File: config.mk
export PLATFORM = sky130hd
export DESIGN_NAME = trig_alignment_supervisor
export DESIGN_NICKNAME = d
export VERILOG_FILES = /design/src/rtl/trig_alignment_pkg.sv /design/src/rtl/vfat_retry_counter.sv /design/src/rtl/trig_alignment_supervisor.sv
export SDC_FILE = /design/constraint.sdc
export NUM_CORES = 1
export LEC_CHECK = 0
export ABC_AREA = 1
export BUFFER_PORTS_ARGS = -buffer_cell sky130_fd_sc_hd__buf_2
export CORE_UTILIZATION = 40
export DETAILED_ROUTE_END_ITERATION = 12
export PLACE_DENSITY_LB_ADDON = 0.12
export SLEW_MARGIN = 20
export SYNTH_ARGS = -nofsm -noshare
export SYNTH_HDL_FRONTEND = slang
export SYNTH_HIERARCHICAL = 1
export SYNTH_SLANG_ARGS = --single-unit
File: constraint.sdc
create_clock -name clock_i -period 9.7 [get_ports clock_i]
set_input_delay 1.94 -clock clock_i [delete_from_list [all_inputs] [get_ports clock_i]]
set_output_delay 1.94 -clock clock_i [all_outputs]
set_load 0.1 [all_outputs]
File: src/rtl/trig_alignment_pkg.sv
// trig_alignment_pkg: shared state encoding, default timeout and width helpers for the alignment supervisor
// Contents:
//   state_e         - supervisor FSM states (IDLE=0, SCAN=1, RESET=2, WAIT=3)
//   DEFAULT_TIMEOUT - suggested per-attempt wait budget in clocks
//   idx_width()     - bits needed to index n items (never less than 1)
//   retry_width()   - bits needed to hold a retry count of 0..max_retries
package trig_alignment_pkg;
  typedef enum logic [1:0] {
    ST_IDLE  = 2'd0,
    ST_SCAN  = 2'd1,
    ST_RESET = 2'd2,
    ST_WAIT  = 2'd3
  } state_e;
  localparam logic [15:0] DEFAULT_TIMEOUT = 16'd1000;
  function automatic int idx_width(input int n);
    return (n > 1) ? $clog2(n) : 1;
  endfunction
  function automatic int retry_width(input int max_retries);
    return idx_width(max_retries + 1);
  endfunction
endpackage

File: src/rtl/vfat_retry_counter.sv
// vfat_retry_counter: per-VFAT retry count with sticky failed flag
// Ports:
//   clock_i, reset_n_i - clock, async active-low reset
//   inc_i              - one failed attempt (timeout) for this VFAT
//   clr_i              - attempt succeeded, restart the retry count
//   gclr_i             - global clear of count and failed flag, wins over inc_i
//   exhausted_o        - the next inc_i uses up the last retry
//   failed_o           - sticky retry-exhausted flag
module vfat_retry_counter
  import trig_alignment_pkg::*;
#(
  parameter int MAX_RETRIES = 7
) (
  input  logic clock_i,
  input  logic reset_n_i,
  input  logic inc_i,
  input  logic clr_i,
  input  logic gclr_i,
  output logic exhausted_o,
  output logic failed_o
);
  localparam int RW = retry_width(MAX_RETRIES);
  logic [RW-1:0] cnt_q, cnt_d;
  logic          failed_q, failed_d;
  // The count never reaches MAX_RETRIES: the final failure sets the flag and restarts at 0
  assign exhausted_o = cnt_q == RW'(MAX_RETRIES - 1);
  assign failed_o    = failed_q;
  always_comb begin
    cnt_d    = (gclr_i || clr_i || (inc_i && exhausted_o)) ? '0 : inc_i ? cnt_q + 1'b1 : cnt_q;
    failed_d = !gclr_i && (failed_q || (inc_i && exhausted_o));
  end
  always_ff @(posedge clock_i or negedge reset_n_i) begin
    if (!reset_n_i) begin
      cnt_q    <= '0;
      failed_q <= 1'b0;
    end else begin
      cnt_q    <= cnt_d;
      failed_q <= failed_d;
    end
  end
endmodule

File: src/rtl/trig_alignment_supervisor.sv
// trig_alignment_supervisor: round-robin supervisor issuing timed resets to misaligned S-bit frame aligners
// Ports:
//   clock_i, reset_n_i  - fabric clock, async active-low reset
//   enable_i            - run enable (level); low returns to IDLE keeping failed/retry/count state
//   timeout_cycles_i    - wait budget per attempt, 0 behaves as 1
//   clear_failed_i      - pulse clearing all failed flags and retry counts
//   vfat_mask_i         - 1 = VFAT ignored, never reset
//   sot_is_aligned_i    - per-aligner aligned flag
//   sot_unstable_i      - per-aligner sticky unstable flag
//   aligner_reset_o     - registered per-aligner reset, at most one bit high
//   failed_o            - sticky per-VFAT retry-exhausted flags
//   all_aligned_o       - registered aggregate health (aligned, masked or failed everywhere) and enable
//   busy_o              - FSM in RESET or WAIT
//   active_vfat_o       - current scan index
//   realign_cnt_o       - saturating count of reset pulses issued
module trig_alignment_supervisor
  import trig_alignment_pkg::*;
#(
  parameter int NVFATS       = 24,
  parameter int RESET_CYCLES = 4,
  parameter int MAX_RETRIES  = 7
) (
  input  logic                         clock_i,
  input  logic                         reset_n_i,
  input  logic                         enable_i,
  input  logic [15:0]                  timeout_cycles_i,
  input  logic                         clear_failed_i,
  input  logic [NVFATS-1:0]            vfat_mask_i,
  input  logic [NVFATS-1:0]            sot_is_aligned_i,
  input  logic [NVFATS-1:0]            sot_unstable_i,
  output logic [NVFATS-1:0]            aligner_reset_o,
  output logic [NVFATS-1:0]            failed_o,
  output logic                         all_aligned_o,
  output logic                         busy_o,
  output logic [idx_width(NVFATS)-1:0] active_vfat_o,
  output logic [15:0]                  realign_cnt_o
);
  localparam int IW = idx_width(NVFATS);
  localparam int PW = idx_width(RESET_CYCLES);
  state_e            state_q, state_d;
  logic [IW-1:0]     idx_q, idx_d, idx_nx;
  logic [PW-1:0]     pulse_q, pulse_d;
  logic [15:0]       timer_q, timer_d, tmo, realign_q, realign_d;
  logic [NVFATS-1:0] ar_q, ar_d, sel, exh, inc, clr;
  logic              all_q, all_d, need, ok, expire, abort, succ, tout;
  assign sel    = NVFATS'(1) << idx_q;
  assign idx_nx = (idx_q == IW'(NVFATS - 1)) ? '0 : idx_q + 1'b1;
  assign tmo    = (timeout_cycles_i == 16'd0) ? 16'd1 : timeout_cycles_i;
  assign need   = !vfat_mask_i[idx_q] && !failed_o[idx_q] && (sot_unstable_i[idx_q] || !sot_is_aligned_i[idx_q]);
  assign ok     = sot_is_aligned_i[idx_q] && !sot_unstable_i[idx_q];
  // Widened so a 0xFFFF budget still terminates
  assign expire = ({1'b0, timer_q} + 17'd1) >= {1'b0, tmo};
  assign abort  = vfat_mask_i[idx_q] && (state_q == ST_RESET || state_q == ST_WAIT);
  assign inc    = tout ? sel : '0;
  assign clr    = succ ? sel : '0;
  for (genvar g = 0; g < NVFATS; g++) begin : g_retry
    vfat_retry_counter #(.MAX_RETRIES(MAX_RETRIES)) u_retry (
      .clock_i,
      .reset_n_i,
      .inc_i      (inc[g]),
      .clr_i      (clr[g]),
      .gclr_i     (clear_failed_i),
      .exhausted_o(exh[g]),
      .failed_o   (failed_o[g])
    );
  end
  always_ff @(posedge clock_i or negedge reset_n_i) begin
    if (!reset_n_i) begin
      state_q   <= ST_IDLE;
      idx_q     <= '0;
      pulse_q   <= '0;
      timer_q   <= '0;
      ar_q      <= '0;
      realign_q <= '0;
      all_q     <= 1'b0;
    end else begin
      state_q   <= state_d;
      idx_q     <= idx_d;
      pulse_q   <= pulse_d;
      timer_q   <= timer_d;
      ar_q      <= ar_d;
      realign_q <= realign_d;
      all_q     <= all_d;
    end
  end
  always_comb begin
    state_d = state_q;
    idx_d   = idx_q;
    pulse_d = '0;
    timer_d = '0;
    succ    = 1'b0;
    tout    = 1'b0;
    if (!enable_i) begin
      state_d = ST_IDLE;
      idx_d   = '0;
    end else if (abort) begin
      state_d = ST_SCAN;
      idx_d   = idx_nx;
    end else begin
      case (state_q)
        ST_IDLE:  state_d = ST_SCAN;
        ST_SCAN:  if (need) state_d = ST_RESET; else idx_d = idx_nx;
        ST_RESET: if (pulse_q == PW'(RESET_CYCLES - 1)) state_d = ST_WAIT; else pulse_d = pulse_q + 1'b1;
        ST_WAIT: begin
          if (ok) begin
            succ    = 1'b1;
            state_d = ST_SCAN;
            idx_d   = idx_nx;
          end else if (expire) begin
            tout    = 1'b1;
            state_d = exh[idx_q] ? ST_SCAN : ST_RESET;
            idx_d   = exh[idx_q] ? idx_nx : idx_q;
          end else begin
            timer_d = timer_q + 1'b1;
          end
        end
        default: state_d = ST_IDLE;
      endcase
    end
  end
  // Outputs are registered from next-state so the reset rises the clock after the detecting SCAN cycle
  always_comb begin
    ar_d      = (state_d == ST_RESET) ? NVFATS'(1) << idx_d : '0;
    realign_d = (state_d == ST_RESET && state_q != ST_RESET && realign_q != 16'hFFFF) ? realign_q + 1'b1 : realign_q;
    all_d     = enable_i && &(sot_is_aligned_i | vfat_mask_i | failed_o);
  end
  assign aligner_reset_o = ar_q;
  assign all_aligned_o   = all_q;
  assign busy_o          = state_q == ST_RESET || state_q == ST_WAIT;
  assign active_vfat_o   = idx_q;
  assign realign_cnt_o   = realign_q;
endmodule
After elaboration in Yosys (flattened, before gate mapping):

Cells that the tools add are included.

* bits of input ports: 92
* flip-flop bits (word level): 162
* logic and storage cells: 379
* output and inout port bits: 71

* add/sub/neg operators: 29
* bitwise gates (word level): 2
* reductions and logical operators: 161
* mux-type cells: 96
* shift-type cells: 2
* eq/ne operators: 32
* order comparisons: 2

Operators with widths (count)
* $mux W3: 48
* $mux W16: 6
* $logic_or A1 B1 Y1: 74
* $add A3 B1 Y3 const B: 24
* $eq A3 B3 Y1 const B: 24
* $mux W24: 3
* $logic_and A1 B1 Y1: 55
* $or A24 B24 Y24: 2
* $reduce_bool A2 Y1: 24
* $shl A1 B5 Y24 const A: 2
* $mux W5: 7
* $add A16 B1 Y16 const B: 2
* $bmux W1 S5: 5
* $reduce_and A24 Y1: 1
* $mux W2: 11
* $add A16 B1 Y17 const B: 1
* $ge A17 B16 Y1: 1
* $logic_not A16 Y1: 1
* $ne A16 B16 Y1 const B: 1
* $mux W1: 14
* $pmux W5 S2: 1
* $eq A2 B2 Y1 const B: 4
* $pmux W2 S4: 1
* $lt A5 B6 Y1 const B: 1
* other kinds (7): 11

Depth between registers and ports, before layout:

Gate-level depths: netlist of the first run.

* depth in word-level cells: 12
* gate-level depth with buffers: 34
* mapped depth without buffers: 34

Cells and area by module:

Netlist of the first run, hierarchy kept.

By module, submodules not included
* vfat_retry_counter: seq. area each 100.1 um2, cells each 30, instances 24, area an instance 234.0 um2
* trig_alignment_supervisor: seq. area each 1651.6 um2, cells each 894, instances 1, area an instance 5605.4 um2

Worst setup path after synthesis of the first run:

Ideal clock, no wire load.

* path kind: input-to-reg
* from: in timeout_cycles_i[12]
* to: reg realign_q[2], in the netlist realign_cnt_o[2]
* setup time: 0.124 ns
* buffers on the path: 1
* required time: 9.576 ns
* setup slack: 5.331 ns
* arrival: 4.246 ns
* stages on the path: 18
* cells stage by stage: nor4_1 nand3_1 o41ai_1 ha_1 nand2_1 nor2_1 a31o_2 nor2_1 nand2_1 nand2_1 nand2_2 nand2_1 nand2_1 nor2_4 nand2_1 buf_4 nand2_1 o21ai_2

* cells in the longest elaborated chain, start to end: 11

Ends and longest elaborated chain
* start, declared: line trig_alignment_supervisor.sv:26 `input logic [15:0] timeout_cycles_i,`
* $logic_not A16 Y1: line trig_alignment_supervisor.sv:48 `assign tmo = (timeout_cycles_i == 16'd0) ? 16'd1 : timeout_cycles_i;`
* $mux W16 *: line trig_alignment_supervisor.sv:48
* $ge A17 B16 Y1 *: line trig_alignment_supervisor.sv:52 `assign expire = ({1'b0, timer_q} + 17'd1) >= {1'b0, tmo};`
* $mux W2 *: line trig_alignment_supervisor.sv:109 `end else if (expire) begin`
* $mux W2 *: line trig_alignment_supervisor.sv:105 `if (ok) begin`
* $pmux W2 S4 *: line trig_alignment_supervisor.sv:100 `case (state_q)`
* $mux W2 *: line trig_alignment_supervisor.sv:96 `end else if (abort) begin`
* $mux W2 *: line trig_alignment_supervisor.sv:93 `if (!enable_i) begin`
* $eq A2 B2 Y1 *: line trig_alignment_supervisor.sv:124 `realign_d = (state_d == ST_RESET && state_q != ST_RESET && realign_q != 16'hFFFF) ? realign_q + 1'b1 : realign ...`
* $logic_and A1 B1 Y1 * (2 in a row): line trig_alignment_supervisor.sv:124
* end signal, assigned: line trig_alignment_supervisor.sv:82 `realign_q <= realign_d;`
* end, declared: line trig_alignment_supervisor.sv:43 `logic [15:0] timer_q, timer_d, tmo, realign_q, realign_d;`

Every way passes the cells marked *; elsewhere a longest branch is shown, timed or not.
A chain may end at the register's enable or synchronous reset.

Worst setup path after layout of the first run:

* from: in vfat_mask_i[20]
* to: reg g_retry[7].u_retry.cnt_q[2]

* cells in the longest elaborated chain, start to end: 9
* elaborated cells between the ends (all ways): 14
* classes of those cells: mux (9); reduce/logical (5)

Ends and longest elaborated chain
* start, declared: line trig_alignment_supervisor.sv:28 `input logic [NVFATS-1:0] vfat_mask_i,`
* $bmux W1 S5 *: line trig_alignment_supervisor.sv:53 `assign abort = vfat_mask_i[idx_q] && (state_q == ST_RESET || state_q == ST_WAIT);`
* $mux W1 (not written as such) *: line trig_alignment_supervisor.sv:53
* $logic_and A1 B1 Y1 *: line trig_alignment_supervisor.sv:53
* $mux W1 *: line trig_alignment_supervisor.sv:96
* $mux W1 *: line trig_alignment_supervisor.sv:93
* $mux W24 *: line trig_alignment_supervisor.sv:54 `assign inc = tout ? sel : '0;`
* via inc[7]: line trig_alignment_supervisor.sv:44 `logic [NVFATS-1:0] ar_q, ar_d, sel, exh, inc, clr;`
* $logic_and A1 B1 Y1: line vfat_retry_counter.sv:29 `cnt_d = (gclr_i || clr_i || (inc_i && exhausted_o)) ? '0 : inc_i ? cnt_q + 1'b1 : cnt_q;`
* $logic_or A1 B1 Y1: line vfat_retry_counter.sv:29
* $mux W3 or $reduce_bool A2 Y1 (tied branches)
* end signal, assigned: line vfat_retry_counter.sv:37 `cnt_q <= cnt_d;`
* end, declared: line vfat_retry_counter.sv:23 `logic [RW-1:0] cnt_q, cnt_d;`

Mark *: on every way through the listed nets, which the timed path passes. The rest lies on a longest branch. The select of a mux whose other input is x is not followed.

==> key figures, run 1 <==
Detailed routing
  – Antenna Nets Post-Route: 0
  – TritonRoute pass-1 iters: 5
  – WL final: 30960 um
  – DR WL/cell: 14.35 um
  – DR vias: 10477
  – DR DRC count: 0
  – Vias/cell: 4.855
  – Initial DRC Count: 594

CTS
  – Reg clk slew, reported paths: 70 ps
  – Post-CTS Resized: 0
  – Post-CTS setup buffers: 0
  – Clk buf depth: 2
  – CTS buffer count: 17
  – TritonCTS clock tree: yes
  – Post-CTS Hold Buffers: 0
  – Clk sink count: 162
  – CTS root buf: clkbuf_16
  – Htree depth: 4
  – Skew-Pair Late Insertion Delay: 430 ps

Worst setup path
  – Crit. End Element: flop
  – Reg-to-reg setup timing slack: 4760 ps
  – RR Endpoint: g_retry[7].u_retry/cnt_q[2]
  – CP Data Arrival Time: 5570 ps
  – Worst reg-to-reg path cell count: 21
  – Kind of start point of the critical path: input pin
  – Critical Path RT: 10020 ps
  – Crit path max fanout: 24
  – Type of the worst setup path: in2reg
  – R2R Path Start: active_vfat_o[0]

Die
  – Core Region: 27250 sq um
  – I/O Pins: 163
  – Die footprint: 28730 sq um
  – Die Span Y: 169.5 um
  – Site row count: 60
  – Die W: 169.5 um
  – Initial Util: 41.18%

Synth
  – Post-Syn Area per Cell: 6.952 sq um
  – Sequential-to-total area share from yosys stat: 36.13%
  – Post-Syn Nets: 1779
  – #FFs+latches synth: 162
  – EDFF count, synth: 0
  – Yosys warns: 6
  – Share of the synthesized area in the top cell type: 36.13%
  – Count of cell types in the netlist: 38
  – Yosys top cell by area: dfrtp_1
  – Synth Cell Area: 11220 sq um
  – Async SR Flop Fraction: 100.0%
  – Ranking of synthesized cells by area: dfrtp_1, nand2_1, ha_1, inv_1, nor2_1
  – Post-Syn Instances: 1614
  – Ys flop type: dfrtp_1

Timing
  – Max_slew headroom: 24.94%
  – Part of the cycle the worst path needs: 54.12%
  – Fin. max-slew vios: 0
  – Setup-failing EPs final: 0
  – Setup_tns: 0 ps
  – Fmax: 0.1905 GHz
  – Layout Skew: 15.92 ps
  – RSZ-0062 raised after global routing: false
  – Hold Violations, Final: 0
  – Worst Max-Slew Pin Slew: 1123 ps
  – Tmin final: 5250 ps

Final layout
  – Area of the multi-input gates: 6050 sq um
  – Layout Nets: 1938
  – Fill cell count: 2814
  – Layout cell share with drive strength beyond 1: 14.11%
  – Commonest non-fill, non-tap cell in the layout: nand2_1
  – FF/Latch Area: 4055 sq um
  – Most frequent cells in the layout: nand2_1, inv_1, nor2_1
  – Antenna cells: 0
  – Area Growth Syn to Fin: 16.16%

Flow run
  – Max-cap violations: 0

Global route
  – First-pass GRT wire length: 50000 um
  – Largest net degree at the start of global routing: 63
  – Total GRT Usage: 22.34%
  – Grt total ovfl: 0
  – Antenna violations before repair: 0
  – Vias in the first global route: 9947

Min path
  – Worst Hold Launch: pulse_q[0]
  – Worst hold path type: reg2reg
  – Worst hold endpoint: pulse_q[0]
  – Hold Path Cell Cnt: 1

Power and ir drop
  – P per Cell Area: 176.8 nW/um^2
  – VDD IR max: 110.0 uV
  – Lkg Pwr: 6.814 nW
  – Tot Pwr: 2.304 mW

Run status
  – Status: finished clean

Place
  – I/O Buffers: 162
  – DP HPWL: 22980 um
  – Routability cong.: 0.8787
layer usage:
layer / GRT usage, % / vias to the layer above / routed length, um
li1: - / 5394 / -
met4: 5.836 / 0 / 519
met1: 29.49 / 4816 / 14510
met5: 0 / - / 0
met3: 3.965 / 38 / 1444
met2: 37.66 / 229 / 14490
cell families after synthesis:
family / Yosys count / synth area share (%)
xor gates and xnor gates: 25 / 1.951
DFF: 162 / 36.13
and+or+nand+nor: 935 / 37.10
buffers and inverters: 282 / 9.958
AOI/OAI and AO/OA: 137 / 6.724
adders and majority gates: 73 / 8.140
worst max-delay path by stage:
stage	from	to	slack [ps]	cells past startpoint
floorplan	timeout_cycles_i[12]	realign_cnt_o[2]	5330	18
detailed placement	vfat_mask_i[20]	g_retry[23].u_retry/cnt_q[2]	4130	19
finish	vfat_mask_i[20]	g_retry[7].u_retry/cnt_q[2]	4450	19
global route	vfat_mask_i[20]	g_retry[11].u_retry/cnt_q[2]	4100	19
global placement	vfat_mask_i[8]	g_retry[15].u_retry/cnt_q[2]	4300	21
CTS	vfat_mask_i[20]	g_retry[7].u_retry/cnt_q[2]	4560	19
synth_stat cells (3+ instances only):
cell,n
a21oi_1,34
buf_2,16
buf_4,6
clkbuf_1,6
dfrtp_1,162
ha_1,73
inv_1,241
inv_2,8
nand2_1,489
nand2_2,4
nand3_1,124
nand3b_1,12
nand4_1,13
nor2_1,208
nor3_1,43
nor3_4,24
nor4_1,11
o211ai_1,6
o21ai_0,18
o21ai_1,65
o21ai_2,4
o221ai_1,3
xnor2_1,6
xor2_1,19
worst max-delay path: stages:
cell and delay [ps]:
buf_2 100, nor2_1 80, nor2_1 50, o21ai_1 100
nand3_1 90, nand3_1 190, nand3_1 180, nand2_1 350
inv_2 60, nor2_1 160, inv_2 80, nor3_1 300
nand2_1 740, nor3_1 710, nand3_1 200, nand2_1 90
nor2_1 40, nand2_1 50, nand2_1 50
metrics by stage:
step | worst slack [ps] | utilization, % | hold WS [ps] | instance area (sq um) | std cells
floorplan | 5331 | - | 414.6 | 11220 | 1614
global placement | 4300 | 45.51 | 444.2 | 12400 | 2126
detailed placement | 4126 | 45.51 | 432.4 | 12400 | 2126
CTS | 4564 | 47.83 | 447.2 | 13030 | 2158
global route | 4098 | 47.83 | 465.4 | 13030 | 2158
finish | 4450 | 47.83 | 449.0 | 13030 | 2158
area by class of cell:
class | count | share of cell area (%)
multi-input combinational | 1170 | 46.41
sequential | 162 | 31.11
inverter | 250 | 7.200
timing repair buffer | 172 | 6.864
tap | 372 | 3.571
clock buffer | 18 | 3.369
clock inverter | 14 | 1.469
power breakdown:
group	total (mW)	internal (mW)	switching, mW
clock	0.733	0.421	0.312
sequential	0.713	0.693	0.0204
combinational	0.857	0.208	0.649
total	2.30	1.32	0.982
flip-flops by register name, indices dropped and copies added (netlist names):
name	flops
active_vfat_o	5
aligner_reset_o	24
all_aligned_o	1
g_retry.u_retry/cnt_q	72
g_retry.u_retry/failed_o	24
pulse_q	2
realign_cnt_o	16
state_q	2
timer_q	16
(Power assumes the default switching activity.)
==> run 2, diff against run 1 <==
clock period = 5.5 ns   (was 9.7 ns; I/O delays follow)
==> run 2 against run 1 <==
Net effect:
- design area fell by 0.45%
- largest cell class unchanged
- combinational power increased by 76%
- power rose by 70%
- register-to-register slack got worse by 3900 ps
- critical path depth up 7
- highest routed layer unchanged
- cell count barely moved
- clock power is 54% higher
- sequential power increased by 80%
- sequential share of layout area increased by 0.14 points
- routed wire length is 1.0% higher
==> key figures, run 2 (synthesis gave the netlist of run 1 again) <==
Timing
  – Part of the cycle the worst path needs: 84.46%
  – Setup-failing EPs final: 0
  – Setup ws final: 854.5 ps
  – Fmax: 0.2153 GHz
  – Fin Hold WS: 438.7 ps
  – Layout Skew: 21.12 ps
  – Worst Max-Slew Pin Slew: 971.8 ps
  – Hold Violations, Final: 0
  – Tmin final: 4645 ps
  – Setup_tns: 0 ps
  – RSZ-0062 raised after global routing: false
  – Fin. max-slew vios: 0
  – Max_slew headroom: 35.21%

CTS
  – Clk sink count: 162
  – Clk buf depth: 2
  – Post-CTS setup buffers: 0
  – CTS root buf: clkbuf_16
  – Post-CTS Resized: 0
  – Post-CTS Hold Buffers: 0
  – CTS buffer count: 17
  – Reg clk slew, reported paths: 70 ps
  – Htree depth: 4
  – TritonCTS clock tree: yes
  – Skew-Pair Late Insertion Delay: 440 ps

Final layout
  – Final instance area: 12970 sq um
  – Final core occ: 47.61%
  – Top reg by flops: g_retry.u_retry/cnt_q
  – Most frequent cells in the layout: nand2_1, inv_1, nor2_1
  – Antenna cells: 0
  – Non-Filler Instances: 2160
  – Layout cell share with drive strength beyond 1: 14.15%
  – Commonest non-fill, non-tap cell in the layout: nand2_1
  – Area Growth Syn to Fin: 15.63%
  – Layout Nets: 1940
  – Max reg flops: 72

Worst setup path
  – CP Data Arrival Time: 4950 ps
  – CP max-delay cell: nand2_1
  – Critical Path RT: 5810 ps
  – R2R Path Start: timer_q[0]
  – Critical Path Max Stage Delay: 520 ps
  – Worst reg-to-reg path cell count: 26
  – Kind of start point of the critical path: flop
  – Reg-to-reg setup timing slack: 850 ps
  – Crit path top cell by count: nand2_1
  – Crit path max fanout: 20
  – Crit. End Element: flop
  – RR Endpoint: realign_cnt_o[2]
  – Type of the worst setup path: reg2reg

Power and ir drop
  – Combinational share of power: 38.5%
  – Int Power: 2.194 mW
  – P per Cell Area: 302.4 nW/um^2
  – Switching Fraction: 44.09%
  – VDD IR max: 183.5 uV
  – Clk pwr share: 28.8%
  – Sw Pwr: 1.730 mW
  – Seq pwr share: 32.7%
  – Lkg Pwr: 6.783 nW
  – Tot Pwr: 3.924 mW

Detailed routing
  – DR DRC count: 0
  – Vias/cell: 4.863
  – DR vias: 10503
  – Initial DRC Count: 656
  – WL final: 31280 um
  – DR WL/cell: 14.48 um
  – TritonRoute pass-1 iters: 4
  – Antenna Nets Post-Route: 0

Die
  – Die Span Y: 169.5 um
  – Site row count: 60
  – I/O Pins: 163
  – Initial Util: 41.18%
  – Die footprint: 28730 sq um
  – Die W: 169.5 um
  – Core Region: 27250 sq um

Place
  – Placed instance count: 2128
  – I/O Buffers: 162
  – DP HPWL: 23360 um
  – Post-placement setup slack: 782.5 ps
  – Post-DP Area: 12430 sq um
  – Routability cong.: 0.8925

Min path
  – Worst hold endpoint: pulse_q[0]
  – Worst hold path type: reg2reg
  – Worst Hold Launch: pulse_q[0]
  – Hold Path Cell Cnt: 1

Global route
  – Antenna violations before repair: 0
  – First-pass GRT wire length: 51020 um
  – Grt total ovfl: 0
  – Vias in the first global route: 9938
  – Total GRT Usage: 22.62%
  – Largest net degree at the start of global routing: 89

Run status
  – Status: finished clean

Flow run
  – Max-cap violations: 0
## run 2: cell types whose count changed in the layout (fill, tap and decap cells not counted), sizes merged
cell,change
buf,+2
bufinv,-3
clkbuf,+1
clkinv,+2
clkinvlp,+2
inv,-2
## run 2: worst max-delay path by stage
stage / start / endpoint / cells past startpoint
after floorplan: timer_q[0] / realign_cnt_o[2] / 27
after global placement: timeout_cycles_i[12] / realign_cnt_o[2] / 18
after detailed placement: timeout_cycles_i[12] / realign_cnt_o[15] / 18
after CTS: timer_q[0] / realign_cnt_o[15] / 26
after global routing: timer_q[0] / realign_cnt_o[6] / 30
final: timer_q[0] / realign_cnt_o[2] / 26
## run 2: power by group through the flow
stage / logic [mW] / clock network (mW) / registers, mW
after detailed placement: 1.51 / 0 / 1.30
final: 1.51 / 1.13 / 1.28
after global routing: 1.67 / 1.20 / 1.28
after global placement: 1.51 / 0 / 1.30
after floorplan: 0.931 / 0 / 1.43
after CTS: 1.51 / 1.16 / 1.28
## run 2: cell type report
cell class | count | area, sq um
clock buffer | 19 | 442.9
clock inverter | 13 | 101.3
fill | 2820 | 14280
inverter | 250 | 938.4
multi-input combinational | 1170 | 6050
sequential | 162 | 4055
tap | 372 | 465.4
timing repair buffer | 174 | 922.1
## run 2: routing by layer
metal	track usage, %	part of all wire [%]
met1	30.95	47
met2	37.31	47
met3	3.148	4.1
met4	6.306	1.7
met5	0	0
## run 2: worst max-delay path, delay by kind of cell (launching register included)
family,cells,cell delay (ps)
xor gates and xnor gates,1,200
buffers and inverters,3,220
and+or+nand+nor,18,2920
AOI/OAI and AO/OA,2,300
adders and majority gates,2,510
DFF,1,400
